===== src/rtl/serial_pkg.sv =====
// Shared definitions for the serial word transmitter: FSM states, default
// geometry and the counter-width helper.
package serial_pkg;

    typedef enum logic [1:0] {
        ST_IDLE  = 2'd0,
        ST_SYNC  = 2'd1,
        ST_SHIFT = 2'd2,
        ST_GAP   = 2'd3
    } tx_state_t;

    localparam int DEF_WIDTH = 8;
    localparam int DEF_GAP   = 1;

    // ceil(log2(n)), never less than 1 so a counter always has at least one bit
    function automatic int clog2(input int n);
        int w;
        w = 1;
        for (int i = 0; i < 32; i++) begin
            if ((32'sd1 <<< w) < n) begin
                w = w + 1;
            end
        end
        return w;
    endfunction

endpackage


===== src/rtl/piso_shift.sv =====
// Loadable right-shift register; bit 0 is presented on lsb.
module piso_shift #(
    parameter int WIDTH = 8
) (
    input  logic             clk,
    input  logic             reset,
    input  logic             load,
    input  logic             shift,
    input  logic [WIDTH-1:0] din,
    output logic             lsb
);

    logic [WIDTH-1:0] sr_r;

    // Shift register: load has priority over shift
    always_ff @(posedge clk) begin
        if (reset) begin
            sr_r <= {WIDTH{1'b0}};
        end else if (load) begin
            sr_r <= din;
        end else if (shift) begin
            sr_r <= {1'b0, sr_r[WIDTH-1:1]};
        end else begin
            sr_r <= sr_r;
        end
    end

    assign lsb = sr_r[0];

endmodule


===== src/rtl/serial_word_tx.sv =====
// Parallel-to-serial word transmitter with a one-entry holding buffer,
// a one-cycle sync strobe ahead of each word and a fixed idle gap after it.
module serial_word_tx
    import serial_pkg::*;
#(
    parameter int WIDTH = DEF_WIDTH,
    parameter int GAP   = DEF_GAP
) (
    input  logic             clk,
    input  logic             reset,
    input  logic [WIDTH-1:0] data_in,
    input  logic             load_valid,
    output logic             load_ready,
    output logic             ser_out,
    output logic             frame_reset,
    output logic             busy,
    output logic             done
);

    localparam int BW = clog2(WIDTH);
    localparam int GW = clog2(GAP);
    localparam logic [BW-1:0] BIT_LAST = BW'(WIDTH - 1);
    localparam logic [GW-1:0] GAP_LAST = GW'(GAP - 1);
    localparam logic [BW-1:0] BIT_ONE  = BW'(1);
    localparam logic [GW-1:0] GAP_ONE  = GW'(1);

    tx_state_t        state_r, state_s;
    logic [WIDTH-1:0] buf_r;
    logic             buf_full_r;
    logic [BW-1:0]    bit_cnt_r;
    logic [GW-1:0]    gap_cnt_r;
    logic             accept_s, avail_s, load_sr_s, shift_s, sr_lsb_s;
    logic [WIDTH-1:0] word_s;
    logic             ser_next_s, frame_next_s, busy_next_s, done_next_s;
    logic             ser_out_r, frame_reset_r, busy_r, done_r;

    assign load_ready = ~buf_full_r & ~reset;
    assign accept_s   = load_valid & load_ready;
    // A word arriving while the shifter is free bypasses the buffer.
    assign avail_s    = buf_full_r | accept_s;
    assign word_s     = buf_full_r ? buf_r : data_in;
    assign shift_s    = (state_s == ST_SHIFT);

    // FSM state register
    always_ff @(posedge clk) begin
        if (reset) begin
            state_r <= ST_IDLE;
        end else begin
            state_r <= state_s;
        end
    end

    // FSM next-state logic and shifter load decision
    always_comb begin
        state_s   = state_r;
        load_sr_s = 1'b0;
        case (state_r)
            ST_IDLE: begin
                if (avail_s) begin
                    state_s   = ST_SYNC;
                    load_sr_s = 1'b1;
                end else begin
                    state_s = ST_IDLE;
                end
            end
            ST_SYNC: state_s = ST_SHIFT;
            ST_SHIFT: begin
                if (bit_cnt_r == BIT_LAST) begin
                    state_s = ST_GAP;
                end else begin
                    state_s = ST_SHIFT;
                end
            end
            ST_GAP: begin
                if (gap_cnt_r != GAP_LAST) begin
                    state_s = ST_GAP;
                end else if (avail_s) begin
                    state_s   = ST_SYNC;
                    load_sr_s = 1'b1;
                end else begin
                    state_s = ST_IDLE;
                end
            end
            default: state_s = ST_IDLE;
        endcase
    end

    // Output values for the cycle being entered; registered below
    always_comb begin
        ser_next_s   = 1'b0;
        frame_next_s = (state_s == ST_SYNC);
        busy_next_s  = (state_s != ST_IDLE);
        done_next_s  = (state_r == ST_SHIFT) && (state_s == ST_GAP);
        if (state_s == ST_SHIFT) begin
            ser_next_s = sr_lsb_s;
        end else begin
            ser_next_s = 1'b0;
        end
    end

    // Registered outputs
    always_ff @(posedge clk) begin
        if (reset) begin
            ser_out_r     <= 1'b0;
            frame_reset_r <= 1'b0;
            busy_r        <= 1'b0;
            done_r        <= 1'b0;
        end else begin
            ser_out_r     <= ser_next_s;
            frame_reset_r <= frame_next_s;
            busy_r        <= busy_next_s;
            done_r        <= done_next_s;
        end
    end

    // Holding buffer: filled only when the word cannot go straight to the shifter
    always_ff @(posedge clk) begin
        if (reset) begin
            buf_full_r <= 1'b0;
            buf_r      <= {WIDTH{1'b0}};
        end else if (load_sr_s && buf_full_r) begin
            buf_full_r <= 1'b0;
            buf_r      <= buf_r;
        end else if (accept_s && !load_sr_s) begin
            buf_full_r <= 1'b1;
            buf_r      <= data_in;
        end else begin
            buf_full_r <= buf_full_r;
            buf_r      <= buf_r;
        end
    end

    // Bit and gap counters restart at zero on every entry to their state
    always_ff @(posedge clk) begin
        if (reset) begin
            bit_cnt_r <= {BW{1'b0}};
            gap_cnt_r <= {GW{1'b0}};
        end else begin
            if ((state_r == ST_SHIFT) && (state_s == ST_SHIFT)) begin
                bit_cnt_r <= bit_cnt_r + BIT_ONE;
            end else begin
                bit_cnt_r <= {BW{1'b0}};
            end
            if ((state_r == ST_GAP) && (state_s == ST_GAP)) begin
                gap_cnt_r <= gap_cnt_r + GAP_ONE;
            end else begin
                gap_cnt_r <= {GW{1'b0}};
            end
        end
    end

    piso_shift #(.WIDTH(WIDTH)) u_piso (
        .clk   (clk),
        .reset (reset),
        .load  (load_sr_s),
        .shift (shift_s),
        .din   (word_s),
        .lsb   (sr_lsb_s)
    );

    assign ser_out     = ser_out_r;
    assign frame_reset = frame_reset_r;
    assign busy        = busy_r;
    assign done        = done_r;

endmodule


===== config.mk =====
export PLATFORM = sky130hd
export DESIGN_NAME = serial_word_tx
export DESIGN_NICKNAME = d
export VERILOG_FILES = /design/src/rtl/serial_pkg.sv /design/src/rtl/piso_shift.sv /design/src/rtl/serial_word_tx.sv
export SDC_FILE = /design/constraint.sdc
export NUM_CORES = 1
export LEC_CHECK = 0
export CAP_MARGIN = 20
export CORE_MARGIN = 3
export CORE_UTILIZATION = 50
export DETAILED_ROUTE_END_ITERATION = 12
export GPL_TIMING_DRIVEN = 1
export PLACE_DENSITY = 0.85
export SLEW_MARGIN = 5
export SYNTH_ARGS = -nofsm -noshare
export SYNTH_HDL_FRONTEND = slang
export SYNTH_SLANG_ARGS = --single-unit

===== constraint.sdc =====
create_clock -name clk -period 2.35 [get_ports clk]
set_input_delay 0.235 -clock clk [delete_from_list [all_inputs] [get_ports clk]]
set_output_delay 0.235 -clock clk [all_outputs]
set_load 0.01 [all_outputs]

==> results.md <==
* Chip width at 57.0 um
* Top cells by area, synth: dfxtp_1 (42%), mux2i_1 (12%), ha_1 (5.8%)
* Diodes inserted at 0
* Max_cap viols at 0
* Critical path arrival at 2.38 ns
* Initial Utilization at 55.6%
* Yosys top cell area share at 41.5%
* Hold buffer count at cts at 0
* DRT Pass-1 Iters at 4
* Status: complete, no violations
* Largest net degree at the start of global routing at 16
* Final Max Slew Viols at 0
* TNS Setup at 0 ns
* I/O Buffers at 15
* Sequential area share after synthesis at 41.5%
* Vias at 1055
* Crit-path max FO at 15
* Max Clock Freq at 0.474 GHz
* Full die area at 3250 um2
* RD Place Congestion at 0.861
* Post-CTS setup buffers at 0
* Vias in the first global route at 1015
* Die height at 57.0 um
* Final Setup Violations at 0
* Slew HR at 31.5%
* Clk_lat worst skew at 0.32 ns
* Cell Pwr Density at 605 nW/um2
* IO Count at 16
* Dpl hpwl at 2020 um
* Initial antenna violation count at 0
* Clock Root Buffer: clkbuf_4
* Min-delay worst type: reg -> reg
* Vias per cell at 5.93
* Synth Cell Area at 1300 um2
* Post-Layout Cell Count at 178
* Final #Nets at 168
* # resized after CTS at 0
* Tot GR Track Use at 16.9%
* FF+latch count, synth at 27
* Area leader, netlist: dfxtp_1
* Longest Clk Path Bufs at 2
* Post-Synthesis Cells at 139
* Post-synthesis cell type count at 31
* Area delta synth->final at 12.9%
* TritonCTS clock tree: done
* Row count at 17
* Clock transition at the registers of the reported paths at 0.15 ns
* Max VDD drop at 0.435 mV
* Leakage power at 0.545 nW
* CP Class: reg -> reg
* Layout cell share with drive strength beyond 1 at 6.67%
* Residual DRC at 0
* Slew @ Worst Pin at 1.02 ns
* Syn_nets at 156
* CP Data Required Time at 2.62 ns
* Remaining Overflow, GRT at 0
* Inserted Clock Buffers at 3
* Period utilization at 89.8%
* Syn avg cell area at 9.36 um2
* Number of enable flip-flop cells after synthesis at 0
* Post-synth top flop: dfxtp_1
* Final Skew at 0.0129 ns
* Ys Warns at 0
* Post-Route WL at 2620 um
* DP Cell Count at 174
* Htree depth at 1
* Post-synth ARST share at 0%
* Fin crit period at 2.11 ns
* Routed Antenna Nets at 0
* RSZ-0062 raised after global routing: false
* Wire length of the first global-routing pass at 4400 um
* DR iter-0 viols at 41
* CORE AREA at 2340 um2
* Startpoint type of the worst setup path: register
* Final hold vios at 0
* Worst Setup End Kind: register
* Sink Count at 27
* Drt wl/cell at 14.7 um
sequential cells by signal (all words and copies together) (netlist names):
signal,count
bit_cnt_r,3
buf_full_r,1
buf_r,8
busy,1
done,1
frame_reset,1
gap_cnt_r,1
ser_out,1
state_r,2
u_piso.sr_r,8
Yosys cell counts, types with 2 or more instances:
cell / instances
nor3_1: 2
nand3_1: 8
nand2_1: 9
ha_1: 6
clkbuf_1: 4
and2_1: 2
buf_2: 3
buf_6: 2
and4_1: 2
a21oi_1: 11
dfxtp_1: 27
nor2_1: 6
o21ai_0: 15
o221ai_1: 7
inv_1: 5
mux2i_1: 15
cells by family after synthesis:
group	count (synthesis)	share of synthesized area, %
buffers and inverters	15	6.06
AND/OR/NAND/NOR	35	13.8
adder cells (fa/ha/maj)	6	5.77
AO/OA/AOI/OAI	41	21.3
multiplexers	15	11.5
flip-flops	27	41.5
power breakdown:
| part | internal [W] | switching [W] |
|---|---|---|
| Sequential | 0.000483 | 0.0000152 |
| Combinational | 0.0000829 | 0.000110 |
| Clock | 0.0000638 | 0.000134 |
| Total | 0.000629 | 0.000260 |
worst max-delay path, cell delays in order, from the launching register on:
cell      delay (ns)
dfxtp_1         0.39
ha_1            0.24
nor2b_1         0.19
o21ai_1         0.80
o221ai_1        0.24
mux2i_1         0.18
worst paths after layout:
| check | start | end | slack [ns] | cells past startpoint |
|---|---|---|---|---|
| worst max-delay path | state_r[1] | u_piso.sr_r[6] | 0.24 | 5 |
| worst min-delay path | bit_cnt_r[0] | bit_cnt_r[0] | 0.43 | 1 |
| worst max register to register | state_r[1] | u_piso.sr_r[6] | 0.24 | 5 |
| worst min register to register | bit_cnt_r[0] | bit_cnt_r[0] | 0.43 | 1 |
stage by stage:
step / utilization, % / hold slack, ns / total power (W) / cell area (um2) / setup WS (ns)
detailed placement: 61.6 / 0.417 / 0.000700 / 1440 / 0.292
global route: 62.8 / 0.469 / 0.000929 / 1470 / 0.0316
floorplan: - / 0.383 / 0.000649 / 1300 / 0.697
finish: 62.8 / 0.434 / 0.000889 / 1470 / 0.240
CTS: 62.8 / 0.436 / 0.000890 / 1470 / 0.264
global placement: 61.6 / 0.414 / 0.000690 / 1440 / 0.394
cell type report:
class / count / area, um2
Clock inverter: 1 / 5.00
Inverter: 5 / 18.8
Timing Repair Buffer: 17 / 165
Fill cell: 204 / 871
Tap cell: 28 / 35.0
Sequential cell: 27 / 541
Multi-Input combinational cell: 97 / 682
Clock buffer: 3 / 22.5
per-layer routing:
layer  track usage [%]  vias up  routed length (um)
met1              19.9      488                1080
met4              3.31        0                  14
met2              30.7       38                1350
met3              4.52        2                 180
li1                  -      527                   -
met5                 0        -                   0
layout by cell type, fill, tap and decap left out, drive strengths merged, types with 3 or more instances in the layout:
cell,n
clkdlybuf4s50,15
o21ai,16
dfxtp,27
ha,6
nand3,8
nor2,6
clkbuf,3
inv,5
mux2i,15
o221ai,7
nand2,9
a21oi,11
Power figures use the tool's default switching activity.
